[src/rtl/ccff_chain_loader_if.sv]
// Bitstream word stream between a bitstream source and the configuration chain loader.
interface ccff_chain_loader_if #(
  parameter int WORD_W = 8
);
  logic              word_valid;
  logic [WORD_W-1:0] word_data;
  logic              word_ready;

  modport master (output word_valid, word_data, input word_ready);
  modport slave  (input word_valid, word_data, output word_ready);
endinterface

[src/rtl/ccff_chain_loader.sv]
// Serializes bitstream words MSB-first into a CLB column configuration chain and
// folds the bits leaving the chain tail into a parity of the previous configuration.
//
// state | meaning
// IDLE  | waiting for start
// LOAD  | accepting words and shifting the chain
// DONE  | CHAIN_LEN bits shifted; count and parity held
// ERROR | word stream starved for TIMEOUT stall cycles
module ccff_chain_loader #(
  parameter int WORD_W    = 8,
  parameter int CHAIN_LEN = 64,
  parameter int CNT_W     = 16,
  parameter int TIMEOUT   = 1024
) (
  input  logic                 prog_clk,
  input  logic                 pReset,
  input  logic                 start,
  input  logic                 abort,
  ccff_chain_loader_if.slave   word,
  output logic                 ccff_head,
  output logic                 chain_clk_en,
  input  logic                 ccff_tail,
  output logic                 busy,
  output logic                 done,
  output logic                 error,
  output logic [CNT_W-1:0]     bit_count,
  output logic                 tail_parity
);
  localparam int BL_W = $clog2(WORD_W + 1);
  localparam int TO_W = (TIMEOUT > 1) ? $clog2(TIMEOUT) : 1;

  typedef enum logic [1:0] {IDLE, LOAD, DONE, ERROR} state_t;

  state_t            state, state_nxt;
  logic [WORD_W-1:0] shreg;
  logic [BL_W-1:0]   bits_left;
  logic [TO_W-1:0]   starve_left;
  logic              head_q;
  logic              room, accept, stall, last_bit, start_ok;

  // Only ask for a word when the chain still has room for at least one of its bits.
  assign room     = ({1'b0, bit_count} + (CNT_W+1)'(bits_left)) < (CNT_W+1)'(CHAIN_LEN);
  assign accept   = word.word_valid & word.word_ready;
  assign stall    = (state == LOAD) && (bits_left == '0) && !accept && !abort;
  assign last_bit = chain_clk_en && (bit_count == CNT_W'(CHAIN_LEN - 1));
  assign start_ok = start && (state != LOAD);

  always_ff @(posedge prog_clk or negedge pReset) begin
    if (!pReset) state <= IDLE;
    else         state <= state_nxt;
  end

  always_comb begin
    state_nxt       = state;
    word.word_ready = 1'b0;
    chain_clk_en    = 1'b0;
    ccff_head       = head_q;
    busy            = 1'b0;
    done            = 1'b0;
    error           = 1'b0;
    case (state)
      IDLE:  if (start) state_nxt = LOAD;
      LOAD: begin
        busy            = 1'b1;
        chain_clk_en    = (bits_left != '0) && !abort;
        word.word_ready = (bits_left <= BL_W'(1)) && room && !abort;
        if (bits_left != '0) ccff_head = shreg[WORD_W-1];
        if (last_bit)                           state_nxt = DONE;
        else if (stall && starve_left == '0)    state_nxt = ERROR;
      end
      DONE: begin
        done = 1'b1;
        if (start) state_nxt = LOAD;
      end
      ERROR: begin
        error = 1'b1;
        if (start) state_nxt = LOAD;
      end
      default: state_nxt = IDLE;
    endcase
    if (abort) state_nxt = IDLE;
  end

  always_ff @(posedge prog_clk or negedge pReset) begin
    if (!pReset) begin
      shreg       <= '0;
      bits_left   <= '0;
      starve_left <= '0;
      head_q      <= 1'b0;
      bit_count   <= '0;
      tail_parity <= 1'b0;
    end else if (abort) begin
      shreg       <= '0;
      bits_left   <= '0;
      starve_left <= TO_W'(TIMEOUT - 1);
      head_q      <= 1'b0;
      bit_count   <= '0;
      tail_parity <= 1'b0;
    end else if (start_ok) begin
      shreg       <= '0;
      bits_left   <= '0;
      starve_left <= TO_W'(TIMEOUT - 1);
      bit_count   <= '0;
      tail_parity <= 1'b0;
    end else if (state == LOAD) begin
      head_q <= ccff_head;
      if (chain_clk_en) begin
        bit_count   <= bit_count + 1'b1;
        tail_parity <= tail_parity ^ ccff_tail;
      end
      if (accept) begin
        shreg       <= word.word_data;
        bits_left   <= BL_W'(WORD_W);
        starve_left <= TO_W'(TIMEOUT - 1);
      end else if (last_bit) begin
        bits_left <= '0;  // excess bits of the final word are dropped
      end else if (chain_clk_en) begin
        shreg     <= shreg << 1;
        bits_left <= bits_left - 1'b1;
      end else if (stall && starve_left != '0) begin
        starve_left <= starve_left - 1'b1;
      end
    end
  end
endmodule
[src/flat_wrapper.sv]
// flat-port wrapper written by rule: the top's interface ports become plain ports
module ccff_chain_loader_flat 
#(
  parameter int WORD_W    = 8,
  parameter int CHAIN_LEN = 64,
  parameter int CNT_W     = 16,
  parameter int TIMEOUT   = 1024
)
  (prog_clk, pReset, start, abort, ccff_head, chain_clk_en, ccff_tail, busy, done, error, bit_count, tail_parity, word_word_valid, word_word_data, word_word_ready);
  ccff_chain_loader_if #(.WORD_W(WORD_W)) word_i ();
  input  logic prog_clk;
  input  logic pReset;
  input  logic start;
  input  logic abort;
  output logic ccff_head;
  output logic chain_clk_en;
  input  logic ccff_tail;
  output logic busy;
  output logic done;
  output logic error;
  output logic [CNT_W-1:0] bit_count;
  output logic tail_parity;
  input wire logic [$bits(word_i.word_valid)-1:0] word_word_valid;
  input wire logic [$bits(word_i.word_data)-1:0] word_word_data;
  output wire logic [$bits(word_i.word_ready)-1:0] word_word_ready;
  assign word_i.word_valid = word_word_valid;
  assign word_i.word_data = word_word_data;
  assign word_word_ready = word_i.word_ready;
  ccff_chain_loader #(.WORD_W(WORD_W), .CHAIN_LEN(CHAIN_LEN), .CNT_W(CNT_W), .TIMEOUT(TIMEOUT)) u_core (.prog_clk(prog_clk), .pReset(pReset), .start(start), .abort(abort), .word(word_i), .ccff_head(ccff_head), .chain_clk_en(chain_clk_en), .ccff_tail(ccff_tail), .busy(busy), .done(done), .error(error), .bit_count(bit_count), .tail_parity(tail_parity));
endmodule
[config.mk]
export PLATFORM = sky130hd
export DESIGN_NAME = ccff_chain_loader_flat
export DESIGN_NICKNAME = d
export VERILOG_FILES = /design/src/rtl/ccff_chain_loader_if.sv /design/src/rtl/ccff_chain_loader.sv /design/src/flat_wrapper.sv
export SDC_FILE = /design/constraint.sdc
export NUM_CORES = 1
export LEC_CHECK = 0
export CORE_ASPECT_RATIO = 0.6
export CORE_MARGIN = 2
export CORE_UTILIZATION = 49
export DETAILED_ROUTE_END_ITERATION = 16
export PLACE_DENSITY = 0.81
export SYNTH_ARGS = -nofsm -noshare
export SYNTH_HDL_FRONTEND = slang
export SYNTH_SLANG_ARGS = --single-unit
[constraint.sdc]
create_clock -name prog_clk -period 2.6 [get_ports prog_clk]
set_input_delay 0.26 -clock prog_clk [delete_from_list [all_inputs] [get_ports prog_clk]]
set_output_delay 0.26 -clock prog_clk [all_outputs]
set_load 0.02 [all_outputs]
==> reports/metrics.csv <==
metric,value,unit
outcome,finished with violations,
violations,negative setup slack,
postSynthCellCount,278,
cp_slowest_cell,or4b_4,
die_w,97.9,um
ant_nets,0,
r2r_start,u_core.bit_count[1],
p_leak,0.00143,uW
finalClockSkew,0.00303,ns
cts.sinks,42,
start_util,51.0,%
nFillCells,408,
final_max_slew_viol_count,0,
ys_types,54,
ios,37,
grt_pass1_vias,2275,
setup_ws,-0.0592,ns
grt_overflow,0,
reg2reg_to,u_core.shreg[3],
cpPeakStageDelay,0.55,ns
diodes,0,
drc,0,
htreeDepth,2,
antenna_found_initial,0,
wirelength,6.56,mm
drtIter0Drc,170,
syn_area,2590,um^2
globalplace.congestion,0.962,
hold_violations,0,
cp.arrival,2.40,ns
die-height,60.3,um
cts_tree,built,
rsz0062_at_grt,true,
synthFlopType,dfrtp_1,
setup_viol_count_final,1,
worstHoldPathType,in2async,
cp-endpoint,word_word_ready,
rows,20,
setup_tns,-0.0592,ns
clock_latency,0.29,ns
period_share,102,%
final_cell_mix,"dfrtp_1 (40), buf_4 (39), nor2_1 (32), clkdlybuf4s50_1 (32), nand3_1 (23)",
syn_area_per_cell,9.33,um^2
max_slew_margin,38.2,%
final_common_cell,dfrtp_1,
multi_input_area,1470,um^2
via_per_inst,5.58,
first_pass_iters,4,
synthArstFlopShare,100,%
max_freq,376,MHz
cts_buffers,5,
maxCapViolations,0,
clk_pin_slew,0.08,ns
cp-startpoint,u_core.bit_count[1],
worstPathCellList,ha_1 > nand3_2 > a22o_1 > or4b_4 > a22oi_4 > and4b_1 > buf_6,
hold_buffers,0,
drive_gt1_share,22.2,%
peakVddDrop,0.269,mV
timing.final.crit_period,2.66,ns
required,2.34,ns
ff_latch_area,1050,um^2
path_class,reg2out,
rr_worst_depth,10,
start_kind,flop,
ys_seq_elements,42,
port_buffers,36,
fin_util,67.7,%
worst_pin_slew,0.926,ns
power_density,376,nW/um^2
clk_path_buf_depth,2,
synth_enable_flop_cells,0,
r2r_slack,0.04,ns
grt_pass1_wl,11.1,mm
yosysWarningCount,0,
vias,2325,
hpwl,4.92,mm
cts-root-buf,clkbuf_8,
avgRoutedWirePerCell,15.7,um
core,5080,um^2
nNetsFinal,371,
grt_max_degree,43,
die_area,5910,um^2
crit_path_end_kind,primary output,
ys_seq_area_share,40.5,%
area_growth,32.6,%
critPathMaxFanout,2,
track_usage,24.0,%
syn-num-nets,299,
-- registers in the layout (all words and copies together), names as in the netlist --
signal	count
u_core.bits_left	4
u_core.head_q	1
u_core.tail_parity	1
u_core.state	2
u_core.shreg	8
u_core.starve_left	10
u_core.bit_count	16
-- worst min-delay path by stage --
stage,from,end
after floorplan,pReset,u_core.bit_count[0]
after CTS,pReset,u_core.starve_left[3]
after global routing,pReset,u_core.starve_left[3]
after global placement,pReset,u_core.bit_count[11]
final,pReset,u_core.bit_count[13]
after detailed placement,pReset,u_core.bit_count[13]
-- logic make-up after synthesis --
logic type	Yosys count	synth area share [%]
xor+xnor	22	7.43
mux	10	4.87
compound gates	48	13.4
simple gates	120	25.2
fa+ha+maj	7	3.38
buf+inv	29	5.12
flops	42	40.5
-- per-layer routing --
metal	track usage, %	part of all wire (%)	vias to the layer above
met5	0	0	-
met4	5.36	0.64	0
met3	5.41	6.8	5
met2	35.3	41	81
met1	36.5	52	1102
li1	-	-	1137
-- worst max-delay path: cells and delay by family, from the launching register on --
family / cells / cell delay (ns)
adders and majority gates: 1 / 0.29
and+or+nand+nor: 3 / 0.89
AOI/OAI and AO/OA: 2 / 0.42
buffers and inverters: 1 / 0.12
DFF: 1 / 0.39
-- final cells by class --
class / count / area share [%]
Clock buffer: 7 / 2.51
Timing Repair Buffer: 77 / 19.6
Sequential cell: 42 / 30.6
Multi-Input combinational cell: 207 / 42.9
Tap cell: 66 / 2.40
Inverter: 17 / 1.86
Clock inverter: 1 / 0.146
-- power breakdown --
part / switching, uW / internal (uW)
Sequential: 10.7 / 667
Clock: 220 / 214
Combinational: 99.1 / 81.5
Total: 330 / 963
-- stage by stage --
stage          cell area [um^2]  cells  power (uW)  hold WS, ns  setup slack (ns)
2_1_floorplan              2600    278         784      -0.0356            0.0169
3_3_place_gp               3240    404         857        0.441            -0.186
3_5_place_dp               3240    404         864        0.461            -0.225
4_1_cts                    3390    414        1300        0.132           -0.0163
5_1_grt                    3440    417        1360        0.188            -0.111
6_report                   3440    417        1290        0.101           -0.0592
-- cells in the mapped netlist, drive strengths merged, types with 2 or more instances --
cell type,number,area share (%)
a22oi,3,1.4
nand4,9,3.3
xor2,10,3.4
dfrtp,42,41
o2bb2ai,2,0.68
nand3,24,4.6
nand2b,5,1.2
nor3b,3,0.87
o2111ai,3,1.0
nor2,32,4.6
nor3,10,2.1
inv,17,2.5
buf,6,1.8
o21ai,20,3.9
xnor2,12,4.1
mux2,9,4.5
a2bb2oi,2,0.68
clkbuf,6,0.87
and3,5,1.3
a21oi,5,0.97
nor2b,4,0.97
a211oi,2,0.58
nor4,5,1.2
nand2,12,1.7
ha,7,3.4
and2,3,0.77
or3,3,0.72
-- what timing repair did --
item / CTS / global route
pin swaps: 7 / 10
setup buffers: 2 / 3
gates resized for setup: 15 / 6
hold endpoints to repair: 0 / 0
endpoints found under the setup margin: 24 / 20
Note: power is estimated with default switching activity, not from simulation.
